[config.mk]
export PLATFORM = sky130hd
export DESIGN_NAME = fir_tap_loader
export DESIGN_NICKNAME = d
export VERILOG_FILES = /design/src/rtl/tiny_fir_pkg.sv /design/src/rtl/fir_tap_regfile.sv /design/src/rtl/fir_tap_loader.sv
export SDC_FILE = /design/constraint.sdc
export NUM_CORES = 1
export LEC_CHECK = 0
export CORE_MARGIN = 2
export CORE_UTILIZATION = 45
export CTS_CLUSTER_SIZE = 20
export DETAILED_ROUTE_END_ITERATION = 10
export PLACE_DENSITY = 0.65
export SLEW_MARGIN = 0
export SYNTH_ARGS = -nofsm -noshare
export SYNTH_HDL_FRONTEND = slang
export SYNTH_SLANG_ARGS = --single-unit
[constraint.sdc]
create_clock -name clk -period 5.54 [get_ports clk]
set_clock_uncertainty 0.2 [all_clocks]
set_input_delay 1.108 -clock clk [delete_from_list [all_inputs] [get_ports clk]]
set_output_delay 1.108 -clock clk [all_outputs]
set_load 0.01 [all_outputs]
[src/rtl/tiny_fir_pkg.sv]
// Package shared by the tiny FIR and its coefficient loader.
// Contents:
//   TAP_WIDTH       default coefficient width used by both blocks
//   tap_ld_state_t  state encoding of the coefficient loader FSM
package tiny_fir_pkg;

   localparam int TAP_WIDTH = 16;

   typedef enum logic [1:0] {
      IDLE      = 2'd0,
      STREAM    = 2'd1,
      WAIT_DONE = 2'd2,
      DONE      = 2'd3
   } tap_ld_state_t;

endpackage

[src/rtl/fir_tap_regfile.sv]
// Coefficient storage for the FIR tap loader.
// G_NUM_TAPS x G_TAP_WIDTH flop array, one synchronous write port and one
// combinational read port. The array has no reset, so stored coefficients
// survive a reset of the loader.
// Ports:
//   clk      in   clock
//   we       in   write strobe (already qualified by the caller)
//   wr_addr  in   write address; addresses >= G_NUM_TAPS are ignored
//   wr_data  in   write data
//   rd_addr  in   read address; addresses >= G_NUM_TAPS read as zero
//   rd_data  out  combinational read data
module fir_tap_regfile #(
   parameter int G_NUM_TAPS   = 16,
   parameter int G_TAP_WIDTH  = 16,
   parameter int G_ADDR_WIDTH = 4
) (
   input  logic                    clk,
   input  logic                    we,
   input  logic [G_ADDR_WIDTH-1:0] wr_addr,
   input  logic [G_TAP_WIDTH-1:0]  wr_data,
   input  logic [G_ADDR_WIDTH-1:0] rd_addr,
   output logic [G_TAP_WIDTH-1:0]  rd_data
);

   logic [G_TAP_WIDTH-1:0] mem_q [G_NUM_TAPS];
   logic                   wr_in_range;
   logic                   rd_in_range;

   // Range checks only exist when the address space is larger than the array.
   if (G_NUM_TAPS < (1 << G_ADDR_WIDTH)) begin : g_sparse
      assign wr_in_range = (wr_addr < G_ADDR_WIDTH'(G_NUM_TAPS));
      assign rd_in_range = (rd_addr < G_ADDR_WIDTH'(G_NUM_TAPS));
   end else begin : g_dense
      assign wr_in_range = 1'b1;
      assign rd_in_range = 1'b1;
   end

   always_ff @(posedge clk) begin
      if (we && wr_in_range) begin
         mem_q[wr_addr] <= wr_data;
      end
   end

   assign rd_data = rd_in_range ? mem_q[rd_addr] : '0;

endmodule

[src/rtl/fir_tap_loader.sv]
// Transmit side of the FIR coefficient-load interface.
// A host writes G_NUM_TAPS coefficients while the block is idle. On an
// accepted load_start the coefficients are streamed in index order over a
// valid/ready link, then the block waits for the FIR's tap_done_in and
// reports either load_done (one-cycle pulse) or load_err (sticky timeout).
//
// Link handshake: a beat transfers on a rising edge where tap_dout_valid and
// tap_dout_ready are both 1. Once valid is raised it stays high, and tap_dout
// stays stable, until the beat transfers; ready may toggle freely and valid
// never waits on ready.
//
// Ports:
//   clk, reset (async, active low)
//   enable               gates load_start acceptance and the done timeout
//   wr_addr/wr_data/wr_en host coefficient write, honoured only when wr_ready
//   wr_ready             high only while idle
//   load_start           request to stream all taps
//   busy                 high in every state except IDLE
//   load_done            one-cycle pulse on successful completion
//   load_err             sticky timeout flag, cleared by an accepted load_start
//   tap_dout/tap_dout_valid/tap_dout_ready  stream to the FIR
//   tap_done_in          FIR reports it has absorbed all taps
//   dbg_state            current FSM state
module fir_tap_loader
   import tiny_fir_pkg::*;
#(
   parameter int G_NUM_TAPS     = 16,
   parameter int G_TAP_WIDTH    = TAP_WIDTH,
   parameter int G_ADDR_WIDTH   = $clog2(G_NUM_TAPS),
   parameter int G_DONE_TIMEOUT = 255
) (
   input  logic                    clk,
   input  logic                    reset,
   input  logic                    enable,
   input  logic [G_ADDR_WIDTH-1:0] wr_addr,
   input  logic [G_TAP_WIDTH-1:0]  wr_data,
   input  logic                    wr_en,
   output logic                    wr_ready,
   input  logic                    load_start,
   output logic                    busy,
   output logic                    load_done,
   output logic                    load_err,
   output logic [G_TAP_WIDTH-1:0]  tap_dout,
   output logic                    tap_dout_valid,
   input  logic                    tap_dout_ready,
   input  logic                    tap_done_in,
   output logic [1:0]              dbg_state
);

   localparam int CNT_WIDTH = $clog2(G_DONE_TIMEOUT + 1);
   localparam logic [G_ADDR_WIDTH-1:0] LAST_IDX = G_ADDR_WIDTH'(G_NUM_TAPS - 1);
   localparam logic [CNT_WIDTH-1:0]    LAST_CNT = CNT_WIDTH'(G_DONE_TIMEOUT - 1);

   tap_ld_state_t           state_q, state_d;
   logic [G_ADDR_WIDTH-1:0] idx_q, idx_d;
   logic [CNT_WIDTH-1:0]    cnt_q, cnt_d;
   logic [G_TAP_WIDTH-1:0]  dout_q, dout_d;
   logic                    valid_q, valid_d;
   logic                    done_q, done_d;
   logic                    err_q, err_d;
   logic [G_ADDR_WIDTH-1:0] rd_addr;
   logic [G_TAP_WIDTH-1:0]  rd_data;

   // The read port looks one tap ahead so the next coefficient can be
   // registered on the same edge that accepts the current one. From IDLE
   // it points at tap 0 for the first beat.
   assign rd_addr = (state_q == STREAM) ? idx_q + G_ADDR_WIDTH'(1) : '0;

   fir_tap_regfile #(
      .G_NUM_TAPS   (G_NUM_TAPS),
      .G_TAP_WIDTH  (G_TAP_WIDTH),
      .G_ADDR_WIDTH (G_ADDR_WIDTH)
   ) u_regfile (
      .clk     (clk),
      .we      (wr_en && wr_ready),
      .wr_addr (wr_addr),
      .wr_data (wr_data),
      .rd_addr (rd_addr),
      .rd_data (rd_data)
   );

   always_comb begin
      state_d = state_q;
      idx_d   = idx_q;
      cnt_d   = cnt_q;
      dout_d  = dout_q;
      valid_d = valid_q;
      done_d  = 1'b0;
      err_d   = err_q;
      case (state_q)
         IDLE: begin
            if (load_start && enable) begin
               state_d = STREAM;
               idx_d   = '0;
               dout_d  = rd_data;
               valid_d = 1'b1;
               err_d   = 1'b0;
            end
         end
         STREAM: begin
            // valid is always high here, so ready alone accepts the beat
            if (tap_dout_ready) begin
               if (idx_q == LAST_IDX) begin
                  state_d = WAIT_DONE;
                  valid_d = 1'b0;
                  cnt_d   = '0;
               end else begin
                  idx_d  = idx_q + G_ADDR_WIDTH'(1);
                  dout_d = rd_data;
               end
            end
         end
         WAIT_DONE: begin
            // done is tested first so it wins over a same-cycle timeout
            if (tap_done_in) begin
               state_d = DONE;
               done_d  = 1'b1;
            end else if (enable) begin
               if (cnt_q == LAST_CNT) begin
                  state_d = IDLE;
                  err_d   = 1'b1;
               end else begin
                  cnt_d = cnt_q + CNT_WIDTH'(1);
               end
            end
         end
         DONE: begin
            state_d = IDLE;
         end
         default: begin
            state_d = IDLE;
         end
      endcase
   end

   always_ff @(posedge clk or negedge reset) begin
      if (!reset) begin
         state_q <= IDLE;
         idx_q   <= '0;
         cnt_q   <= '0;
         dout_q  <= '0;
         valid_q <= 1'b0;
         done_q  <= 1'b0;
         err_q   <= 1'b0;
      end else begin
         state_q <= state_d;
         idx_q   <= idx_d;
         cnt_q   <= cnt_d;
         dout_q  <= dout_d;
         valid_q <= valid_d;
         done_q  <= done_d;
         err_q   <= err_d;
      end
   end

   assign wr_ready       = (state_q == IDLE);
   assign busy           = (state_q != IDLE);
   assign load_done      = done_q;
   assign load_err       = err_q;
   assign tap_dout       = dout_q;
   assign tap_dout_valid = valid_q;
   assign dbg_state      = state_q;

endmodule

==> results.ini <==
[yosys]
synth_flop_cell=edfxtp_1
ys_seq_area_share_pct=70.44
synth_fp_nets=798
synth_edf_count=256
ys_types=68
synth_seq_cells=289
async_reset_ff_share_pct=11.42
synth_area_um2=12090
ys_warn_count=0
synth_cells=768
avgSynthCellArea_um2=15.74

[setup_path]
worstSetupEndpoint=wr_ready
crit_start=dbg_state[1]$_DFFE_PN0P_
worstPathRequired_ps=4230
r2r_slack_ps=2050
critPathArrivalTime_ps=2360
r2r-end=tap_dout[4]$_DFFE_PN0P_
worstReg2RegStart=idx_q[0]$_DFFE_PN0P_
crit_fanout=19
worst_setup_path_start_kind=flop
end_kind=output pin
rr_worst_depth=8
path_class=reg -> out

[power_and_ir_drop]
pwr-share-clk_pct=32.1
p_sw_share_pct=30.49
irDropWorstVdd_mv=0.3231
p_int_mw=4.391
leakagePower_nw=4.582
p_seq_share_pct=41.9
switching_power_mw=1.927
power_density_nw_per_um2=452.3
comb_power_share_pct=25.9

[timing]
rsz0062_at_grt=no
min_period_ps=3672
fin_setup_tns_ps=0
maxSlewHeadroom_pct=19.64
setup_viol=0
drv_slew=0
fmax_ghz=0.2723
tightest_slew_ps=1205
hold_viol=0
period_share_pct=66.29

[clock_tree]
clk_pin_slew_ps=60
cts_tree=yes
clockBufferDepth=3
htree_levels=1
clock_latency_ps=550
post-cts-setup-buffers=0
cts_resized=0
cts.sinks=289
numCtsBuffers=30
cts_root_buf=clkbuf_16
hold_buffers=0

[global_routing]
grt_pass1_wl_um=44930
groute.usage.overall_pct=21.19
grt-ovfl-total=0
grt_max_degree=69
first_global_vias=7367
antenna_found_initial=0

[route]
drc=0
drt-pass1-iter-count=7
wl_met1_um=12530
antenna_left=0
drtIter0Drc=679
dr_wl_met2_um=14380
wirelength_um=29780
wl_per_cell_um=25.09
vias_per_cell=6.019
dr_wl_met3_um=2211
vias=7145
highest_layer=met4

[hold_path]
hp-class=reg -> reg

[finish]
fin_nets=858
antenna_cells=0
syn2layout_area_growth_pct=15.59
final_layout_size_suffix_gt1_share_pct=17.72
fin_area_um2=13970
final_util_pct=53.31
final_cells=1187

[die]
core_um2=26210
die_w_um=167.9
start_util_pct=46.12
fp-row-count=59
die_area_um2=28180
die_h_um=167.9
top_level_ports=50

[placement]
dp_cells=1131
dp_hpwl_um=18440
place_area_um2=12950
io_buffers=49
gp_congestion=0.7925

[run]
maxCapViolCount=0

[outcome]
outcome=finished clean

worst min-delay path by stage:
stage	from	end	slack, ps	cells after the start
floorplan	idx_q[1]$_DFFE_PN0P_	idx_q[1]$_DFFE_PN0P_	270	2
global placement	load_err$_DFFE_PN0P_	load_err$_DFFE_PN0P_	280	2
detailed placement	load_err$_DFFE_PN0P_	load_err$_DFFE_PN0P_	300	2
CTS	load_err$_DFFE_PN0P_	load_err$_DFFE_PN0P_	320	2
global route	load_err$_DFFE_PN0P_	load_err$_DFFE_PN0P_	340	2
finish	tap_dout[15]$_DFFE_PN0P_	tap_dout[15]$_DFFE_PN0P_	310	2
state kept, by name, indices dropped and copies added (netlist names):
signal	flops
tap_dout	16
load_done	1
cnt_q	8
load_err	1
idx_q	4
u_regfile.mem_q	256
tap_dout_valid	1
dbg_state	2
synthesized netlist by cell type, types with 2 or more instances:
cell | instances | area share, %
buf_2 | 21 | 0.87
nor3_1 | 5 | 0.21
o21ai_1 | 3 | 0.12
nand4_1 | 4 | 0.21
inv_1 | 6 | 0.19
a2111oi_1 | 2 | 0.17
a221oi_1 | 2 | 0.14
a211oi_1 | 22 | 1.4
and3b_1 | 2 | 0.14
nand2_1 | 56 | 1.7
o211a_1 | 12 | 0.99
o221a_2 | 2 | 0.19
o21a_1 | 12 | 0.75
clkbuf_1 | 13 | 0.40
dfrtp_1 | 33 | 6.8
buf_4 | 6 | 0.37
o21ai_0 | 15 | 0.62
mux4_2 | 12 | 2.2
nand2b_1 | 25 | 1.3
a2111oi_0 | 2 | 0.14
o22ai_2 | 13 | 1.3
xnor2_1 | 6 | 0.43
o31ai_2 | 11 | 1.1
buf_1 | 2 | 0.062
o31ai_1 | 2 | 0.12
nor4bb_1 | 12 | 0.99
o221ai_1 | 14 | 1.0
buf_6 | 8 | 0.75
a22oi_1 | 4 | 0.25
nand3_1 | 6 | 0.25
edfxtp_1 | 256 | 64
o211ai_1 | 19 | 1.2
nor2b_1 | 5 | 0.26
mux2_2 | 3 | 0.28
a2bb2oi_1 | 12 | 0.87
a211oi_2 | 12 | 1.2
ha_1 | 3 | 0.31
or3_1 | 2 | 0.10
mux2i_1 | 27 | 2.2
nor2_1 | 42 | 1.3
a21oi_1 | 7 | 0.29
a31oi_1 | 5 | 0.26
o22ai_1 | 17 | 0.88
cells in the final DEF, fill, tap and decap left out, drive strengths merged, types with 13 or more instances in the layout:
cell type      netlist  layout
a211oi              34      34
buf                 38      31
clkbuf              13      41
clkdlybuf4s50        0      48
dfrtp               33      33
edfxtp             256     256
mux2i               27      27
nand2               58      58
nand2b              25      25
nor2                43      43
o211ai              19      19
o21ai               19      19
o221ai              14      14
o22ai               30      30
o31ai               13      13
metal layers:
layer / track usage (%) / vias to the layer above
met1: 28.66 / 3627
met4: 6.654 / 0
li1: - / 3181
met5: 0 / -
met3: 3.949 / 32
met2: 35.02 / 305
cell families (layout without fill, tap and decap cells):
logic type	Yosys count	in the layout	share of synthesized area, %
XOR/XNOR	7	7	0.5073
AND/OR/NAND/NOR	176	176	7.672
multiplexers	42	42	4.752
adder cells (fa/ha/maj)	3	3	0.3106
AO/OA/AOI/OAI	194	194	13.55
flip-flops	289	289	70.44
buffers and inverters	57	141	2.764
area by class of cell:
type	count	area [um^2]
Tap cell	335	419.2
Clock buffer	41	863.3
Inverter	6	22.52
Clock inverter	15	151.4
Sequential cell	289	8517
Multi-Input combinational cell	422	3286
Fill cell	2091	12240
Timing Repair Buffer	79	710.7
power by group through the flow:
| stage | clock network [mW] | registers, mW | logic, mW |
|---|---|---|---|
| floorplan | 0 | 2.63 | 1.15 |
| global placement | 0 | 2.69 | 1.61 |
| detailed placement | 0 | 2.69 | 1.63 |
| CTS | 2.06 | 2.65 | 1.64 |
| global route | 2.15 | 2.66 | 1.77 |
| finish | 2.03 | 2.65 | 1.64 |
per-stage QoR:
step	hold WS, ps	worst slack [ps]	power [mW]
2_1_floorplan	268.4	2254	3.773
3_3_place_gp	283.2	1990	4.299
3_5_place_dp	300.1	1802	4.325
4_1_cts	317.1	1870	6.354
5_1_grt	344.3	1816	6.580
6_report	311.0	1868	6.318
critical path, cell delays in order (launching register included):
cell             delay, ps
dfrtp_1                680
nor2_2                 510
clkdlybuf4s50_1        630
No activity file was read; power rests on OpenSTA's default activity.
